==> config.mk <==
export PLATFORM = sky130hd
export DESIGN_NAME = quant_pack_flat
export DESIGN_NICKNAME = d
export VERILOG_FILES = /design/src/rtl/quant_pack_if.sv /design/src/rtl/quant_pack.sv /design/src/flat_wrapper.sv
export SDC_FILE = /design/constraint.sdc
export NUM_CORES = 1
export LEC_CHECK = 0
export ABC_AREA = 1
export CORE_ASPECT_RATIO = 1.5
export CORE_UTILIZATION = 35
export DETAILED_ROUTE_END_ITERATION = 8
export HOLD_SLACK_MARGIN = 0.03
export SYNTH_ARGS = -nofsm -noshare
export SYNTH_HDL_FRONTEND = slang
export SYNTH_SLANG_ARGS = --single-unit
==> constraint.sdc <==
create_clock -name clk -period 3.7 [get_ports clk]
set_input_delay 0.37 -clock clk [delete_from_list [all_inputs] [get_ports clk]]
set_output_delay 0.37 -clock clk [all_outputs]
set_load 0.005 [all_outputs]
==> src/rtl/quant_pack_if.sv <==
// Handshake bundle for quant_pack: sample input stream, packed word
// output stream and outlier (escaped float32) stream.
interface quant_pack_if #(
  parameter int unsigned CNT_W = 32
);
  // Sample input stream
  logic             in_valid;
  logic             in_ready;
  logic [15:0]      in_code;
  logic             in_ovf;
  logic             in_udf;
  logic [31:0]      in_raw;
  logic             in_last;
  // Packed word stream
  logic             out_valid;
  logic             out_ready;
  logic [31:0]      out_data;
  logic             out_last;
  logic             out_pad;
  // Outlier stream
  logic             esc_valid;
  logic             esc_ready;
  logic [31:0]      esc_data;
  logic [CNT_W-1:0] esc_count;

  // Producer of samples / consumer of both output streams
  modport master (
    output in_valid, in_code, in_ovf, in_udf, in_raw, in_last,
    output out_ready, esc_ready,
    input  in_ready,
    input  out_valid, out_data, out_last, out_pad,
    input  esc_valid, esc_data, esc_count
  );

  // The packer itself
  modport slave (
    input  in_valid, in_code, in_ovf, in_udf, in_raw, in_last,
    input  out_ready, esc_ready,
    output in_ready,
    output out_valid, out_data, out_last, out_pad,
    output esc_valid, esc_data, esc_count
  );
endinterface

==> src/rtl/quant_pack.sv <==
// quant_pack: packs two 16-bit quantised codes per 32-bit word (earlier
// sample in the low half). Samples flagged overflow/underflow are written
// as ESC_CODE and their raw float32 is sent on a separate outlier stream.
module quant_pack #(
  parameter logic [15:0] ESC_CODE = 16'h8000,
  parameter logic [15:0] PAD_CODE = 16'h0000,
  parameter int unsigned CNT_W    = 32
) (
  input  logic         clk,
  input  logic         rst_n,
  quant_pack_if.slave  bus
);

  typedef enum logic {
    ST_LO,  // no half-word held
    ST_HI   // low half held, waiting for its partner
  } state_e;

  state_e             state_q,     state_d;
  logic [15:0]        lo_q,        lo_d;
  logic               out_valid_q, out_valid_d;
  logic [31:0]        out_data_q,  out_data_d;
  logic               out_last_q,  out_last_d;
  logic               out_pad_q,   out_pad_d;
  logic               esc_valid_q, esc_valid_d;
  logic [31:0]        esc_data_q,  esc_data_d;
  logic [CNT_W-1:0]   esc_count_q, esc_count_d;

  logic               out_ok;
  logic               esc_ok;
  logic               accept;
  logic               flagged;
  logic [15:0]        code;

  // Input readiness depends only on the output registers and consumer readies
  always_comb begin
    out_ok  = !out_valid_q || bus.out_ready;
    esc_ok  = !esc_valid_q || bus.esc_ready;
    accept  = bus.in_valid && out_ok && esc_ok;
    flagged = bus.in_ovf || bus.in_udf;
    code    = flagged ? ESC_CODE : bus.in_code;
  end

  assign bus.in_ready  = out_ok && esc_ok;
  assign bus.out_valid = out_valid_q;
  assign bus.out_data  = out_data_q;
  assign bus.out_last  = out_last_q;
  assign bus.out_pad   = out_pad_q;
  assign bus.esc_valid = esc_valid_q;
  assign bus.esc_data  = esc_data_q;
  assign bus.esc_count = esc_count_q;

  // Next-state: drain on ready, then let an accepted sample reload the
  // output registers so accept and drain may share one edge.
  always_comb begin
    state_d     = state_q;
    lo_d        = lo_q;
    out_valid_d = out_valid_q;
    out_data_d  = out_data_q;
    out_last_d  = out_last_q;
    out_pad_d   = out_pad_q;
    esc_valid_d = esc_valid_q;
    esc_data_d  = esc_data_q;
    esc_count_d = esc_count_q;

    if (out_valid_q && bus.out_ready) out_valid_d = 1'b0;
    if (esc_valid_q && bus.esc_ready) esc_valid_d = 1'b0;

    if (accept) begin
      if (flagged) begin
        esc_valid_d = 1'b1;
        esc_data_d  = bus.in_raw;
        if (esc_count_q != '1) esc_count_d = esc_count_q + 1'b1;
      end

      unique case (state_q)
        ST_LO: begin
          if (bus.in_last) begin
            out_valid_d = 1'b1;
            out_data_d  = {PAD_CODE, code};
            out_last_d  = 1'b1;
            out_pad_d   = 1'b1;
          end else begin
            lo_d    = code;
            state_d = ST_HI;
          end
        end
        ST_HI: begin
          out_valid_d = 1'b1;
          out_data_d  = {code, lo_q};
          out_last_d  = bus.in_last;
          out_pad_d   = 1'b0;
          state_d     = ST_LO;
        end
        default: state_d = ST_LO;
      endcase
    end
  end

  // State and registered outputs; reset discards any partial word or outlier
  always_ff @(posedge clk or negedge rst_n) begin
    if (!rst_n) begin
      state_q     <= ST_LO;
      lo_q        <= '0;
      out_valid_q <= 1'b0;
      out_data_q  <= '0;
      out_last_q  <= 1'b0;
      out_pad_q   <= 1'b0;
      esc_valid_q <= 1'b0;
      esc_data_q  <= '0;
      esc_count_q <= '0;
    end else begin
      state_q     <= state_d;
      lo_q        <= lo_d;
      out_valid_q <= out_valid_d;
      out_data_q  <= out_data_d;
      out_last_q  <= out_last_d;
      out_pad_q   <= out_pad_d;
      esc_valid_q <= esc_valid_d;
      esc_data_q  <= esc_data_d;
      esc_count_q <= esc_count_d;
    end
  end

endmodule

==> src/flat_wrapper.sv <==
// flat-port wrapper written by rule: the top's interface ports become plain ports
module quant_pack_flat 
#(
  parameter logic [15:0] ESC_CODE = 16'h8000,
  parameter logic [15:0] PAD_CODE = 16'h0000,
  parameter int unsigned CNT_W    = 32
)
  (clk, rst_n, bus_in_valid, bus_in_code, bus_in_ovf, bus_in_udf, bus_in_raw, bus_in_last, bus_out_ready, bus_esc_ready, bus_in_ready, bus_out_valid, bus_out_data, bus_out_last, bus_out_pad, bus_esc_valid, bus_esc_data, bus_esc_count);
  quant_pack_if #(.CNT_W(CNT_W)) bus_i ();
  input  logic clk;
  input  logic rst_n;
  input wire logic [$bits(bus_i.in_valid)-1:0] bus_in_valid;
  input wire logic [$bits(bus_i.in_code)-1:0] bus_in_code;
  input wire logic [$bits(bus_i.in_ovf)-1:0] bus_in_ovf;
  input wire logic [$bits(bus_i.in_udf)-1:0] bus_in_udf;
  input wire logic [$bits(bus_i.in_raw)-1:0] bus_in_raw;
  input wire logic [$bits(bus_i.in_last)-1:0] bus_in_last;
  input wire logic [$bits(bus_i.out_ready)-1:0] bus_out_ready;
  input wire logic [$bits(bus_i.esc_ready)-1:0] bus_esc_ready;
  output wire logic [$bits(bus_i.in_ready)-1:0] bus_in_ready;
  output wire logic [$bits(bus_i.out_valid)-1:0] bus_out_valid;
  output wire logic [$bits(bus_i.out_data)-1:0] bus_out_data;
  output wire logic [$bits(bus_i.out_last)-1:0] bus_out_last;
  output wire logic [$bits(bus_i.out_pad)-1:0] bus_out_pad;
  output wire logic [$bits(bus_i.esc_valid)-1:0] bus_esc_valid;
  output wire logic [$bits(bus_i.esc_data)-1:0] bus_esc_data;
  output wire logic [$bits(bus_i.esc_count)-1:0] bus_esc_count;
  assign bus_i.in_valid = bus_in_valid;
  assign bus_i.in_code = bus_in_code;
  assign bus_i.in_ovf = bus_in_ovf;
  assign bus_i.in_udf = bus_in_udf;
  assign bus_i.in_raw = bus_in_raw;
  assign bus_i.in_last = bus_in_last;
  assign bus_i.out_ready = bus_out_ready;
  assign bus_i.esc_ready = bus_esc_ready;
  assign bus_in_ready = bus_i.in_ready;
  assign bus_out_valid = bus_i.out_valid;
  assign bus_out_data = bus_i.out_data;
  assign bus_out_last = bus_i.out_last;
  assign bus_out_pad = bus_i.out_pad;
  assign bus_esc_valid = bus_i.esc_valid;
  assign bus_esc_data = bus_i.esc_data;
  assign bus_esc_count = bus_i.esc_count;
  quant_pack #(.ESC_CODE(ESC_CODE), .PAD_CODE(PAD_CODE), .CNT_W(CNT_W)) u_core (.clk(clk), .rst_n(rst_n), .bus(bus_i));
endmodule
# After elaboration in Yosys (flattened, before gate mapping)
# Cells that the tools add are included.
[totals] elab_cells=43 output_inout_bits=101 reg_bits=117 inputBits=56
[classes] n_reduce_logical=14 bitwise=2 n_mux=15 n_eq_ne=2 addsub=1
[ops] op="$pmux 32 s2" n=1
[ops] op="$add 32x1->32 const B" n=1
[ops] op="$mux 32" n=1
[ops] op="$ne 32x32->1 const B" n=1
[ops] op="$mux 16" n=1
[ops] op="$mux 1" n=8
[ops] op="$pmux 1 s2" n=4
[ops] op="$reduce_and 3->1" n=2
[ops] op="$logic_and 1x1->1" n=5
[ops] op="$reduce_and 2->1" n=2
[ops] op="$logic_or 1x1->1" n=3
[ops] op="$logic_not 1->1" n=2
[ops] op="$ne 2x2->1 const B" n=1
[ops] op="$not 1->1" n=2

# Depth between registers and ports, before layout
[depth] ltp_word=5 depth_mapped=11 ltp_nobuf=10

# Worst setup path before layout
# Ideal clock, no wire load.
[synth_path] path_kind="flip-flop to flip-flop" from="register u_core.esc_count_q[0] (netlist: u_core.bus.esc_count[0])" to="register u_core.esc_count_q[11] (netlist: u_core.bus.esc_count[11])" arrival_time_ps=1490 stages_incl_launch_ff=12 t_required_ps=3583 synth_period_minus_slack_ps=1607 setup_slack_ps=2093 n_path_buf=1 setup_ps=117 path_cell_list="dfrtp_1 ha_1 inv_1 nor2_4 nand2_2 nor2_4 nand2_4 nand2_4 inv_2 buf_2 nand2_1 nand2_1"
[synth_via] elab_chain_cells=2 word_cells_on_any_way=3 cone_classes="1 x add/sub; 1 x eq/ne; 1 x reduce/logical"
[synth_rtl] element="start: declaration" line="quant_pack.sv:27" text="logic [CNT_W-1:0] esc_count_q, esc_count_d;"
[synth_rtl] element="start signal: assignment" line="quant_pack.sv:121" text="esc_count_q <= esc_count_d;"
[synth_rtl] element="parallel branches: the longest is 2 deep, another holds $add 32x1->32"
# Parallel ways; which one is timed is not known.
# A chain may end at the register's enable or synchronous reset.

# Worst setup path after layout
[layout_path] from="register u_core.esc_count_q[0] (netlist: u_core.bus.esc_count[0])" to="register u_core.esc_count_q[9] (netlist: u_core.bus.esc_count[9])"
# Same word-level chain as after synthesis.

==> impl_table.tex <==
\begin{tabular}{lr}
\hline
Metric & Value \\
\hline
\multicolumn{2}{l}{\textbf{Synth}} \\
\quad Synth Flop Type & sky130\_fd\_sc\_hd\_\_dfrtp\_1 \\
\quad XOR/XNOR share of the synthesized area & 0.02053 \\
\quad Cell accounting for the most synthesized area & sky130\_fd\_sc\_hd\_\_dfrtp\_1 \\
\quad Simple-Gate Fraction of Synth Area & 0.3280 \\
\quad Area fraction in compound gates after synthesis & 0.06948 \\
\quad Mux cell area share after synthesis & 0 \\
\quad Number of library cell types mapped by synthesis & 26 \\
\quad Synthesized netlist cell count & 711 \\
\quad Ranking of synthesized cells by area & sky130\_fd\_sc\_hd\_\_dfrtp\_1 53\%, sky130\_fd\_sc\_hd\_\_nand2\_1 22\%, sky130\_fd\_sc\_hd\_\_o21ai\_0 4.9\% \\
\quad Post-synth net total & 768 \\
\quad Largest family of logic cells by synthesized area & simple AND/OR/NAND/NOR gates \\
\quad Summed instance area of the synthesized netlist & approximately 5500 um2 \\
\quad Mean Syn Cell Area & 7.801 um2 \\
\quad Number of synthesis warnings & 0 \\
\quad Area share of fa/ha/maj cells after synthesis & 0.002256 \\
\quad Post-synthesis sequential element count & 117 \\
\quad Most frequent cell after synthesis & sky130\_fd\_sc\_hd\_\_nand2\_1 \\
\quad Share of synthesized area occupied by flip-flops and latches & 0.5279 \\
\quad Area share of the largest cell type after synthesis & 0.5279 \\
\quad Leading cell types by count after synthesis & 318 x sky130\_fd\_sc\_hd\_\_nand2\_1, 117 x sky130\_fd\_sc\_hd\_\_dfrtp\_1, 67 x sky130\_fd\_sc\_hd\_\_nor2\_1, 54 x sky130\_fd\_sc\_hd\_\_o21ai\_0, 38 x sky130\_fd\_sc\_hd\_\_nand3\_1 \\
\quad Number of enable flip-flop cells after synthesis & 0 \\
\quad Post-synth ARST share & 1.000 \\
\multicolumn{2}{l}{\textbf{Run status}} \\
\quad Result of the run & finished, final reports clean \\
\multicolumn{2}{l}{\textbf{Timing}} \\
\quad Actual transition at the worst max-transition pin & 0.9195 ns \\
\quad Final Setup Violations & 0 \\
\quad Maximum clock frequency & approximately 460 MHz \\
\quad Final setup skew & 0.01160 ns \\
\quad Setup TNS after final layout & 0 ns \\
\quad Slew margin rel. & 0.3855 \\
\quad Final Cycle Share & 0.5836 \\
\quad Final Max Tran Viols & 0 \\
\quad Minimum period implied by the final worst setup slack & 2.159 ns \\
\quad Unrepaired setup endpoints after global routing & no \\
\quad Final Hold Vio Count & 0 \\
\multicolumn{2}{l}{\textbf{Clock tree}} \\
\quad Number of levels in the clock H-tree & 4 \\
\quad Clock Sink Count & 117 \\
\quad Root Buffer & sky130\_fd\_sc\_hd\_\_clkbuf\_16 \\
\quad CTS tree & yes \\
\quad Worst-skew pair later-pin latency & 0.41 ns \\
\quad Number of buffers inserted during clock tree synthesis & 17 \\
\quad Worst-case clock buffer depth & 2 \\
\quad Reg clk slew, reported paths & roughly 0.070 ns \\
\quad Post-CTS Setup Inserts & 0 \\
\multicolumn{2}{l}{\textbf{Flow run}} \\
\quad Number of max-cap violations & 0 \\
\multicolumn{2}{l}{\textbf{Route}} \\
\quad Number of nets with antenna violations after routing & 0 \\
\quad Number of remaining DRC errors & 0 \\
\quad Via count normalized by instance count & 4.746 \\
\quad Total wire length & $\sim$16000 um \\
\quad First-pass iteration count of the detailed router & 4 \\
\quad Number of vias after detailed routing & approximately 5100 \\
\quad Average wire per cell in the routed design & between 10 and 15 um \\
\quad Number of DRC markers after the initial detailed-route iteration & 184 \\
\multicolumn{2}{l}{\textbf{Global route}} \\
\quad Initial antenna violation count & 0 \\
\quad Maximum number of pins on one net before global-route repair & 69 \\
\quad Via count of the first global-routing pass & 4794 \\
\quad Grt ovf & 0 \\
\quad Global-route wire length before repair & 25050 um \\
\quad Tot GR Track Use & 0.1989 \\
\multicolumn{2}{l}{\textbf{Placed design}} \\
\quad DP HPWL & 11010 um \\
\quad Final weighted congestion of routability-driven global placement & 0.8675 \\
\quad Port bufs & 156 \\
\multicolumn{2}{l}{\textbf{Die}} \\
\quad Area of the die & roughly 16000 um2 \\
\quad Placement Rows & 56 \\
\quad Die H & roughly 160 um \\
\quad Core region area & roughly 16000 um2 \\
\quad Die width & 104.8 um \\
\quad Number of top-level pins & 157 \\
\quad Effective utilization at floorplan & 0.3566 \\
\multicolumn{2}{l}{\textbf{Power}} \\
\quad Pleak & 3.504 nW \\
\quad Power density over the cells & between 500 and 600 nW/um2 \\
\quad IR Drop Worst-Case VDD & 0.4442 mV \\
\multicolumn{2}{l}{\textbf{Final layout}} \\
\quad N\_diodes & 0 \\
\quad Area added between synthesis and finish & 41.69\% \\
\quad Share of cells above drive strength 1 & 0.06826 \\
\quad Net count reported at finish & 923 \\
\quad End-of-flow core utilization & 0.5052 \\
\quad Filler cells & 1585 \\
\multicolumn{2}{l}{\textbf{Critical path}} \\
\quad Cell-by-cell trace of the critical path & ha\_1 > inv\_1 > nor2\_4 > nand2\_2 > nor2\_4 > nand2\_4 > nand2\_4 > inv\_2 > nand2\_1 > nand2\_1 \\
\quad Setup crit end kind & flop \\
\quad Worst endpoint data arrival time & 2.46 ns \\
\quad Slowest cell on the critical path & sky130\_fd\_sc\_hd\_\_dfrtp\_1 \\
\quad Required time reported for the critical path endpoint & roughly 4.0 ns \\
\quad Critical path fanouts, max & 29 \\
\quad Largest stage delay on the critical path & $\sim$0.42 ns \\
\quad Type of element launching the critical path & flop \\
\quad Crit path kind & flop to flop \\
\multicolumn{2}{l}{\textbf{Min path}} \\
\quad Path category of the worst min-delay check & flop to flop \\
\hline
\end{tabular}
area by class of cell:
type	count	area, um2	area share
Timing Repair Buffer	164	1634	0.2079
Multi-Input combinational cell	533	2336	0.2972
Tap cell	203	254.0	0.03232
Clock inverter	15	157.7	0.02006
Inverter	33	123.9	0.01576
Clock buffer	17	425.4	0.05413
Sequential cell	117	2928	0.3726
critical path: cells and delay by family, from the launching register on:
kind / cells / cell delay (ns)
adder cells (fa/ha/maj): 1 / 0.21
buffers and inverters: 2 / 0.34
flip-flops: 1 / 0.42
AND/OR/NAND/NOR: 7 / 1.06
metrics by stage:
stage	power, mW	worst slack, ns	hold WS [ns]	instance area [um2]	cells
after floorplan	2.073	2.093	0.07441	5547	711
after global placement	2.696	1.323	0.4529	7266	1049
after detailed placement	2.701	1.262	0.4573	7266	1049
after CTS	4.365	1.506	0.4719	7859	1082
after global routing	4.547	1.353	0.4882	7859	1082
final	4.304	1.541	0.4681	7859	1082
worst paths after layout:
kind                                                startpoint                                  end  slack (ns)  cells after the start
setup / recovery           u_core.bus.esc_count[0]$_DFFE_PN0P_  u_core.bus.esc_count[9]$_DFFE_PN0P_        1.54                     10
hold / removal              u_core.bus.esc_data[5]$_DFFE_PN0P_   u_core.bus.esc_data[5]$_DFFE_PN0P_        0.47                      2
setup reg to reg           u_core.bus.esc_count[0]$_DFFE_PN0P_  u_core.bus.esc_count[9]$_DFFE_PN0P_        1.54                     10
hold reg to reg             u_core.bus.esc_data[5]$_DFFE_PN0P_   u_core.bus.esc_data[5]$_DFFE_PN0P_        0.47                      2
max in group asynchronous                                rst_n  u_core.bus.out_data[30]$_DFFE_PN0P_        2.35                      3
min in group asynchronous                                rst_n  u_core.bus.esc_count[5]$_DFFE_PN0P_        0.53                      2
cell families (layout without fill, tap and decap cells):
family | after synthesis | count (layout)
fa+ha+maj | 1 | 1
compound gates | 73 | 73
flops | 117 | 117
xor+xnor | 13 | 13
buf+inv | 61 | 229
simple gates | 446 | 446
per-layer routing:
metal	vias up	track usage	wire length, um
met5	-	0	0
met4	0	0.1113	539
met3	31	0.03551	551
met2	137	0.3400	8263
met1	2412	0.2358	6385
li1	2555	-	-
placed cells by master, fill, tap and decap left out:
| cell type | n |
|---|---|
| sky130_fd_sc_hd__buf_4 | 7 |
| sky130_fd_sc_hd__nor2_1 | 65 |
| sky130_fd_sc_hd__clkbuf_16 | 17 |
| sky130_fd_sc_hd__nand3_1 | 38 |
| sky130_fd_sc_hd__nand3b_1 | 2 |
| sky130_fd_sc_hd__nand4_1 | 4 |
| sky130_fd_sc_hd__a31oi_1 | 16 |
| sky130_fd_sc_hd__clkinvlp_4 | 2 |
| sky130_fd_sc_hd__clkinv_1 | 1 |
| sky130_fd_sc_hd__inv_1 | 30 |
| sky130_fd_sc_hd__nor2_2 | 6 |
| sky130_fd_sc_hd__nand2_2 | 6 |
| sky130_fd_sc_hd__nor3_1 | 1 |
| sky130_fd_sc_hd__nand2_4 | 2 |
| sky130_fd_sc_hd__nor2_8 | 1 |
| sky130_fd_sc_hd__ha_1 | 1 |
| sky130_fd_sc_hd__bufinv_16 | 1 |
| sky130_fd_sc_hd__dfrtp_1 | 117 |
| sky130_fd_sc_hd__clkdlybuf4s50_1 | 155 |
| sky130_fd_sc_hd__inv_2 | 2 |
| sky130_fd_sc_hd__o21ai_1 | 1 |
| sky130_fd_sc_hd__inv_6 | 5 |
| sky130_fd_sc_hd__xnor2_1 | 7 |
| sky130_fd_sc_hd__a21oi_1 | 2 |
| sky130_fd_sc_hd__clkinv_4 | 4 |
| sky130_fd_sc_hd__nor2_4 | 3 |
| sky130_fd_sc_hd__nand2_1 | 318 |
| sky130_fd_sc_hd__inv_8 | 3 |
| sky130_fd_sc_hd__o21ai_0 | 54 |
| sky130_fd_sc_hd__xor2_1 | 6 |
| sky130_fd_sc_hd__buf_12 | 1 |
| sky130_fd_sc_hd__dlygate4sd3_1 | 1 |
repair_timing:
| item | CTS | global route |
|---|---|---|
| hold buffers | 1 | 0 |
| resized for setup | 0 | 0 |
| hold endpoints to repair | 10 | 0 |
where the power goes:
part	internal, mW	switching (mW)	leakage (nW)
Clock	0.952	0.684	0.281
Combinational	0.546	0.419	1.71
Sequential	1.52	0.179	1.52
sequential cells by signal (all words and copies together) (netlist names):
name,cells
u_core.state_q,1
u_core.bus.out_valid,1
u_core.bus.esc_valid,1
u_core.lo_q,16
u_core.bus.esc_data,32
u_core.bus.out_data,32
u_core.bus.out_last,1
u_core.bus.esc_count,32
u_core.bus.out_pad,1
No activity file was read; power rests on OpenSTA's default activity.
